==> config.mk <==
export PLATFORM = sky130hd
export DESIGN_NAME = multiword_add_sequencer
export DESIGN_NICKNAME = d
export VERILOG_FILES = /design/src/rtl/multiword_add_sequencer.sv
export SDC_FILE = /design/constraint.sdc
export NUM_CORES = 1
export LEC_CHECK = 0
export ABC_CLOCK_PERIOD_IN_PS = 4100
export BUFFER_PORTS_ARGS = -buffer_cell sky130_fd_sc_hd__buf_2
export CAP_MARGIN = 10
export CORE_ASPECT_RATIO = 1.4
export CORE_MARGIN = 4
export CORE_UTILIZATION = 30
export DETAILED_ROUTE_END_ITERATION = 16
export PLACE_DENSITY_LB_ADDON = 0.2
export SKIP_LAST_GASP = 1
export SLEW_MARGIN = 0
export SYNTH_ARGS = -nofsm -noshare
export SYNTH_HDL_FRONTEND = slang
export SYNTH_SLANG_ARGS = --single-unit
==> constraint.sdc <==
create_clock -name clk -period 4.1 [get_ports clk]
set_clock_uncertainty 0.15 [all_clocks]
set_input_delay 0.41 -clock clk [delete_from_list [all_inputs] [get_ports clk]]
set_output_delay 0.41 -clock clk [all_outputs]
set_load 0.05 [all_outputs]
==> src/rtl/multiword_add_sequencer.sv <==
// Multi-word add/subtract sequencer: one SLICE_W-bit slice per cycle
// through a single slice adder, carry chained through a register.
module multiword_add_sequencer #(
  parameter int WORDS   = 4,
  parameter int SLICE_W = 16,
  localparam int W      = WORDS * SLICE_W,
  localparam int IW     = (WORDS > 1) ? $clog2(WORDS) : 1
) (
  input  logic         clk,
  input  logic         rst_n,
  input  logic         in_valid,
  output logic         in_ready,
  input  logic [W-1:0] in_a,
  input  logic [W-1:0] in_b,
  input  logic         in_cin,
  input  logic         in_sub,
  output logic         out_valid,
  input  logic         out_ready,
  output logic [W-1:0] out_sum,
  output logic         out_cout,
  output logic         out_ovf
);

  typedef enum logic [1:0] {
    IDLE,
    RUN,
    DONE
  } state_e;

  localparam logic [IW-1:0] LAST = IW'(WORDS - 1);

  state_e          state_q, state_d;
  logic [IW-1:0]   idx_q, idx_d;
  logic            carry_q, carry_d;
  logic [W-1:0]    a_q, a_d;
  logic [W-1:0]    b_q, b_d;
  logic [W-1:0]    sum_q, sum_d;
  logic            cout_q, cout_d;
  logic            ovf_q, ovf_d;
  logic            valid_q, valid_d;

  logic [SLICE_W-1:0] a_sl;
  logic [SLICE_W-1:0] b_sl;
  logic [SLICE_W:0]   add;

  // Slice adder: full SLICE_W+1 result so the carry is never truncated
  assign a_sl = a_q[int'(idx_q)*SLICE_W +: SLICE_W];
  assign b_sl = b_q[int'(idx_q)*SLICE_W +: SLICE_W];
  assign add  = {1'b0, a_sl} + {1'b0, b_sl}
              + {{SLICE_W{1'b0}}, carry_q};

  always_comb begin
    state_d = state_q;
    idx_d   = idx_q;
    carry_d = carry_q;
    a_d     = a_q;
    b_d     = b_q;
    sum_d   = sum_q;
    cout_d  = cout_q;
    ovf_d   = ovf_q;
    valid_d = valid_q;
    unique case (state_q)
      IDLE: begin
        if (in_valid) begin
          a_d     = in_a;
          b_d     = in_sub ? ~in_b : in_b;
          carry_d = in_sub ? 1'b1 : in_cin;
          idx_d   = '0;
          state_d = RUN;
        end
      end
      RUN: begin
        sum_d[int'(idx_q)*SLICE_W +: SLICE_W] = add[SLICE_W-1:0];
        carry_d = add[SLICE_W];
        if (idx_q == LAST) begin
          cout_d  = add[SLICE_W];
          ovf_d   = (a_sl[SLICE_W-1] == b_sl[SLICE_W-1])
                 && (add[SLICE_W-1] != a_sl[SLICE_W-1]);
          valid_d = 1'b1;
          state_d = DONE;
        end else begin
          idx_d = idx_q + 1'b1;
        end
      end
      DONE: begin
        if (out_ready) begin
          valid_d = 1'b0;
          state_d = IDLE;
        end
      end
      default: begin
        valid_d = 1'b0;
        state_d = IDLE;
      end
    endcase
  end

  always_ff @(posedge clk or negedge rst_n) begin
    if (!rst_n) begin
      state_q <= IDLE;
      idx_q   <= '0;
      carry_q <= 1'b0;
      a_q     <= '0;
      b_q     <= '0;
      sum_q   <= '0;
      cout_q  <= 1'b0;
      ovf_q   <= 1'b0;
      valid_q <= 1'b0;
    end else begin
      state_q <= state_d;
      idx_q   <= idx_d;
      carry_q <= carry_d;
      a_q     <= a_d;
      b_q     <= b_d;
      sum_q   <= sum_d;
      cout_q  <= cout_d;
      ovf_q   <= ovf_d;
      valid_q <= valid_d;
    end
  end

  assign in_ready  = (state_q == IDLE);
  assign out_valid = valid_q;
  assign out_sum   = sum_q;
  assign out_cout  = cout_q;
  assign out_ovf   = ovf_q;

endmodule
# [After elaboration in Yosys (flattened, before gate mapping)]
# Cells that the tools add are included.
[totals] ff_bits=200 inputBits=134 word_cells=52
[op_classes] reduce_logical=9 mux=15 eq_ne=9 shift=4 n_bitwise=2 add_sub_neg=4
[ops] op="64-bit by 7-bit variable part select with 16-bit output" n=2
[ops] op="64-bit bitwise mux" n=1
[ops] op="64-bit 2-to-1 mux" n=1
[ops] op="64-bit inverter" n=1
[ops] op="16-bit by 33-bit variable shift with 64-bit output (first input constant)" n=1
[ops] op="16-bit by 33-bit variable part select with 64-bit output" n=1
[ops] op="6-bit negation with 33-bit output" n=1
[ops] op="16-bit by 16-bit adder with 17-bit output" n=1
[ops] op="17-bit by 1-bit adder with 17-bit output" n=1
[ops] op="2-bit 2-to-1 mux" n=5
[ops] op="3-bit AND reduction" n=3
[ops] op="2-bit != test (second input constant)" n=4
[ops] op="2-bit case mux with 3 select lines" n=1
[ops] op="2-bit AND reduction" n=3
[ops] op="2-bit equality test (second input constant)" n=2
[ops] op="1-bit 2-to-1 mux" n=4
[ops] op="2-bit case mux with 2 select lines" n=1
[ops] op="1-bit case mux with 3 select lines" n=1
[ops] op="2-bit by 1-bit adder with 2-bit output (second input constant)" n=1
[ops] op="2-bit by 1-bit equality test with 1-bit output (second input constant)" n=1
[ops] op="2-bit zero test" n=1
[ops] op="1-bit case mux with 2 select lines" n=1
[ops] op="2-bit nonzero test" n=1
[ops] op="1-bit equality test" n=1
[ops] op="other kinds (3)" n=3

# [Longest topological paths before layout]
[depth] word_depth=5 ltp_mapped=11 depth_no_buf=9

# [Least setup slack after synthesis]
# Ideal clock, no wire load.
[synth_timing] kind="reg2reg" start="register idx_q[0]" end="register sum_q[12] (netlist: out_sum[12])" synth_period_minus_slack_ns=3.991 t_arrival_ns=3.696 slack_ns=0.109 required_time_ns=3.804 path_stages_with_launch=12 path_cell_list="dfrtp_1 -> clkbuf_1 -> buf_2 -> mux4_2 -> fa_1 -> fa_1 -> a21o_1 -> a21bo_1 -> a21o_4 -> a31o_2 -> a211oi_2 -> o31ai_1"
[synth_via] elab_chain_len=5
[synth_rtl] element="start, declared" line="33" text="logic [IW-1:0] idx_q, idx_d;"
[synth_rtl] element="start signal, assigned" line="111" text="idx_q <= idx_d;"
[synth_rtl] element="64-bit by 7-bit variable part select with 16-bit output, on equally long branches" line="47, 48"
[synth_rtl] element="16-bit by 16-bit adder with 17-bit output" line="49" text="assign add = {1'b0, a_sl} + {1'b0, b_sl}"
[synth_rtl] element="17-bit by 1-bit adder with 17-bit output" line="50" text="+ {{SLICE_W{1'b0}}, carry_q};"
[synth_rtl] element="16-bit by 33-bit variable part select with 64-bit output" line="73" text="sum_d[int'(idx_q)*SLICE_W +: SLICE_W] = add[SLICE_W-1:0];"
[synth_rtl] element="64-bit bitwise mux (*)" line="73"
[synth_rtl] element="end signal, assigned" line="115" text="sum_q <= sum_d;"
[synth_rtl] element="end, declared" line="37" text="logic [W-1:0] sum_q, sum_d;"
# Every way passes the cells marked *; elsewhere a longest branch is shown, timed or not.
# A chain may end at the register's enable or synchronous reset.

# [Worst setup path after layout]
[layout_timing] start="register idx_q[0]" end="register sum_q[44] (netlist: out_sum[44])"
# The elaborated chain is that of the path after synthesis.

==> results.md <==
Routing:
- After detailed routing, the number of vias per cell comes to 4.79.
- The number of design-rule violations left by the first detailed-router iteration is 362.
- The via count of the routed design is 7,326.
- The pre-antenna-repair detailed-routing pass consisted of 5 iterations.
- The DRC violation count after routing is 0.
- The detail route stage leaves a number of antenna-violating nets equal to 0.
- The final wirelength is 28,800 um.
- The detail-routed net length per standard cell is 18.8 um.

Global routing:
- The leftover overflow at the end of global routing is 0.
- The number of antenna violations at the first check in global routing came to 0.
- Entering global routing, the biggest net connects 103 pins.
- The first global-routing pass estimated 44,700 um of wire.
- The number of global-route vias before repair is 7,617.
- Global routing consumed, over all layers together, 16.6% of the routing resources.

Clocking:
- The insertion delay to the later sink of the worst-skew pair is 0.44 ns.
- The number of buffers on the longest clock path is 2.
- The clock tree synthesis step divided the H-tree into 4 levels.
- The count of clock tree sinks is 200.
- TritonCTS built the clock tree.
- The clock transition time at the flip-flop clock pins of the worst setup and hold paths is 0.07 ns.
- The clock root buffer is sky130_fd_sc_hd__clkbuf_16.
- The number of clock buffers inserted by TritonCTS is 17.

Setup path:
- The element type at the critical path end is a flop.
- In this run the worst path has a maximum fanout of 22.
- The kind of start point of the critical path is a flop.
- Data on the critical path is required at its endpoint by 4.23 ns.
- STA puts the critical path data arrival time at 3.83 ns.
- The register-to-register setup slack is 0.40 ns.
- By startpoint and endpoint, the worst setup path is classified as flop to flop.

Logic synthesis:
- For this run, asynchronously set or reset flops after synthesis account for 100%.
- The number of instances in the synthesized netlist is 925.
- The count of flip-flops with a built-in enable after synthesis is 0.
- The most used flip-flop cell after synthesis is sky130_fd_sc_hd__dfrtp_1.
- The number of nets handed over by synthesis was 1,082.
- The top-area cell type share of the netlist area is 52.2%.
- The synthesized area divided by synthesized cell count is 10.4 sq um.
- The part of the Yosys area used for sequential elements is 52.2%.
- The flop and latch count out of synthesis is 200.
- The dominant cell type by area after synthesis is sky130_fd_sc_hd__dfrtp_1.
- In the post-synthesis netlist, the biggest area contributors are sky130_fd_sc_hd__dfrtp_1, sky130_fd_sc_hd__nand2_1, sky130_fd_sc_hd__mux4_2.
- Yosys printed 0 warnings.
- Summing every instance area after synthesis gives 9590 sq um.
- In this run, distinct cell masters in the synthesized netlist total 48.

Cells and area:
- Of the cells placed in the final design, the portion with a size suffix greater than 1 is 26.4%.
- The net total in the final layout is 1,280.
- The leading cell type in the layout, fill and taps excluded is sky130_fd_sc_hd__nand2_1.
- The number of diodes added for antenna fixing is 0.
- From synthesis to final layout, the design area changed by 22.7%.
- The library cells used most frequently in the layout, excluding fill and tap cells, are sky130_fd_sc_hd__nand2_1, sky130_fd_sc_hd__buf_2, sky130_fd_sc_hd__dfrtp_1.
- For this run, the number of standard cells in the final layout without fillers is 1,531.

Floorplan:
- Measured along the x axis, the die boundary spans 159 um.
- The floorplan step defined a die boundary enclosing 34,900 sq um.
- Measured along the y axis, the die boundary spans 220 um.
- The total number of placement rows is 77.
- During I/O placement, the number of pins put on the boundary was 202.
- The core area is 31,600 sq um.
- Once the floorplan was initialized, standard cells occupied 30.3% of the core.

Power:
- In this run the static leakage power is 5.83 nW.
- The peak supply drop is 0.000331 V.
- The power density over the cells is 958 nW/um^2.

Placement:
- The wire-length estimate of the detail-placed layout is 21,500 um.
- The cell count after placement is 1,487.
- The last weighted congestion value of the routability-driven placer is 0.814.
- At the placement stage, the worst setup path has a slack of 0.429 ns.
- Buffers placed on the I/O ports in this run total 201.

Timing:
- The final setup violation count is 0.
- The transition at the pin with the smallest max-transition slack is 1.02 ns.
- The relative max-transition margin is 31.8%.
- Setup repair after global routing left no endpoint under its margin.
- The sum of negative setup slack is 0 ns.
- The count of pins over their slew limit was 0.
- The worst path needs 3.70 ns of the cycle, external delays included.
- The ratio of final minimum period to clock period is 90.2%.
- Based on the critical path, the design can be clocked at up to 270 MHz.
- The smallest setup slack after layout is 0.402 ns.
- The final-report hold violation count came to 0.

Flow run:
- Across the run, the number of max-cap violations was 0.

Outcome:
- The flow ran to the end, and the final reports show no timing, DRC or antenna violations.

Hold path:
- The worst min-delay path category is input port to flop.
[sequential cells by signal (all words and copies together), names as in the netlist]
register,flops
carry_q,1
idx_q,2
state_q,2
a_q,64
out_cout,1
b_q,64
out_ovf,1
out_valid,1
out_sum,64
[final cells by class]
class,count,area [sq um]
sequential,200,5010
multi-input combinational,666,4360
clock inverter,13,138
timing repair buffer,232,1290
fill,3203,19800
inverter,6,22.5
tap,395,494
clock buffer,19,453
[synthesized netlist by cell type, types with 2 or more instances]
| cell | count |
|---|---|
| sky130_fd_sc_hd__o21bai_1 | 2 |
| sky130_fd_sc_hd__xnor2_1 | 70 |
| sky130_fd_sc_hd__nand2b_1 | 5 |
| sky130_fd_sc_hd__a21o_1 | 9 |
| sky130_fd_sc_hd__dfrtp_1 | 200 |
| sky130_fd_sc_hd__mux2i_1 | 2 |
| sky130_fd_sc_hd__clkbuf_1 | 37 |
| sky130_fd_sc_hd__and2_1 | 3 |
| sky130_fd_sc_hd__or2_2 | 2 |
| sky130_fd_sc_hd__and3_1 | 3 |
| sky130_fd_sc_hd__a31o_2 | 2 |
| sky130_fd_sc_hd__buf_1 | 5 |
| sky130_fd_sc_hd__o21ai_0 | 87 |
| sky130_fd_sc_hd__o311ai_0 | 2 |
| sky130_fd_sc_hd__nand2_1 | 292 |
| sky130_fd_sc_hd__nand3_1 | 5 |
| sky130_fd_sc_hd__buf_2 | 11 |
| sky130_fd_sc_hd__o31ai_1 | 5 |
| sky130_fd_sc_hd__nor2b_1 | 2 |
| sky130_fd_sc_hd__a21oi_1 | 15 |
| sky130_fd_sc_hd__fa_1 | 2 |
| sky130_fd_sc_hd__mux4_2 | 32 |
| sky130_fd_sc_hd__nor2_1 | 16 |
| sky130_fd_sc_hd__nand4_1 | 8 |
| sky130_fd_sc_hd__nor3_1 | 8 |
| sky130_fd_sc_hd__a32o_1 | 7 |
| sky130_fd_sc_hd__or3_1 | 5 |
| sky130_fd_sc_hd__o21a_1 | 2 |
| sky130_fd_sc_hd__inv_1 | 6 |
| sky130_fd_sc_hd__a22o_1 | 40 |
| sky130_fd_sc_hd__o211ai_1 | 3 |
| sky130_fd_sc_hd__ha_1 | 21 |
[critical path, cell delays in order, from the launching register on]
cell and delay [ns]:
sky130_fd_sc_hd__dfrtp_2 0.44, sky130_fd_sc_hd__buf_4 0.40, sky130_fd_sc_hd__mux4_2 0.59, sky130_fd_sc_hd__ha_1 0.39, sky130_fd_sc_hd__a21o_1 0.17, sky130_fd_sc_hd__a21o_1 0.11, sky130_fd_sc_hd__a21o_1 0.26, sky130_fd_sc_hd__a2111oi_4 0.08
sky130_fd_sc_hd__nor4b_1 0.76, sky130_fd_sc_hd__o31ai_1 0.18
[per-stage QoR]
stage | util, % | hold slack, ns | area [sq um] | total power [mW]
2_1_floorplan | - | -0.0356 | 9590 | 7.58
3_3_place_gp | 35.0 | 0.305 | 11100 | 9.56
3_5_place_dp | 35.0 | 0.309 | 11100 | 9.61
4_1_cts | 37.2 | 0.000577 | 11800 | 11.4
5_1_grt | 37.2 | 0.00832 | 11800 | 12.1
6_report | 37.2 | 0.0179 | 11800 | 11.3
[cells by family (layout without fill, tap and decap cells)]
group | after synthesis | count (layout) | share of synthesized area, %
simple gates | 353 | 353 | 14.9
flops | 200 | 200 | 52.2
compound gates | 185 | 185 | 13.0
xor+xnor | 71 | 71 | 6.49
buf+inv | 59 | 270 | 2.45
mux | 34 | 34 | 7.73
fa+ha+maj | 23 | 23 | 3.16
[layer usage]
| metal | up-vias | track usage (%) | wire length (um) |
|---|---|---|---|
| li1 | 3581 | - | - |
| met5 | - | 0 | 0 |
| met3 | 18 | 2.66 | 1050 |
| met1 | 3538 | 20.6 | 12300 |
| met2 | 189 | 29.6 | 14800 |
| met4 | 0 | 5.07 | 601 |
[where the power goes]
group | total [mW] | switching [mW] | internal, mW
sequential | 3.27 | 0.478 | 2.79
clock | 1.72 | 0.831 | 0.893
combinational | 6.27 | 4.06 | 2.21
[path summary, 6_finish.rpt]
check,end,depth (start not counted),start
max,out_sum[44]$_DFFE_PN0P_,9,idx_q[0]$_DFFE_PN0P_
min,a_q[21]$_DFFE_PN0P_,3,in_a[21]
max reg2reg,out_sum[44]$_DFFE_PN0P_,9,idx_q[0]$_DFFE_PN0P_
min reg2reg,a_q[52]$_DFFE_PN0P_,2,a_q[52]$_DFFE_PN0P_
max in group asynchronous,out_sum[42]$_DFFE_PN0P_,3,rst_n
min in group asynchronous,b_q[4]$_DFFE_PN0P_,2,rst_n
[repair_timing]
item / CTS / global route
hold buffers: 12 / 0
setup endpoints to repair: 0 / 0
setup buffers: 0 / 0
gates resized for setup: 0 / 0
hold endpoints to repair: 82 / 0
(Power assumes the default switching activity.)
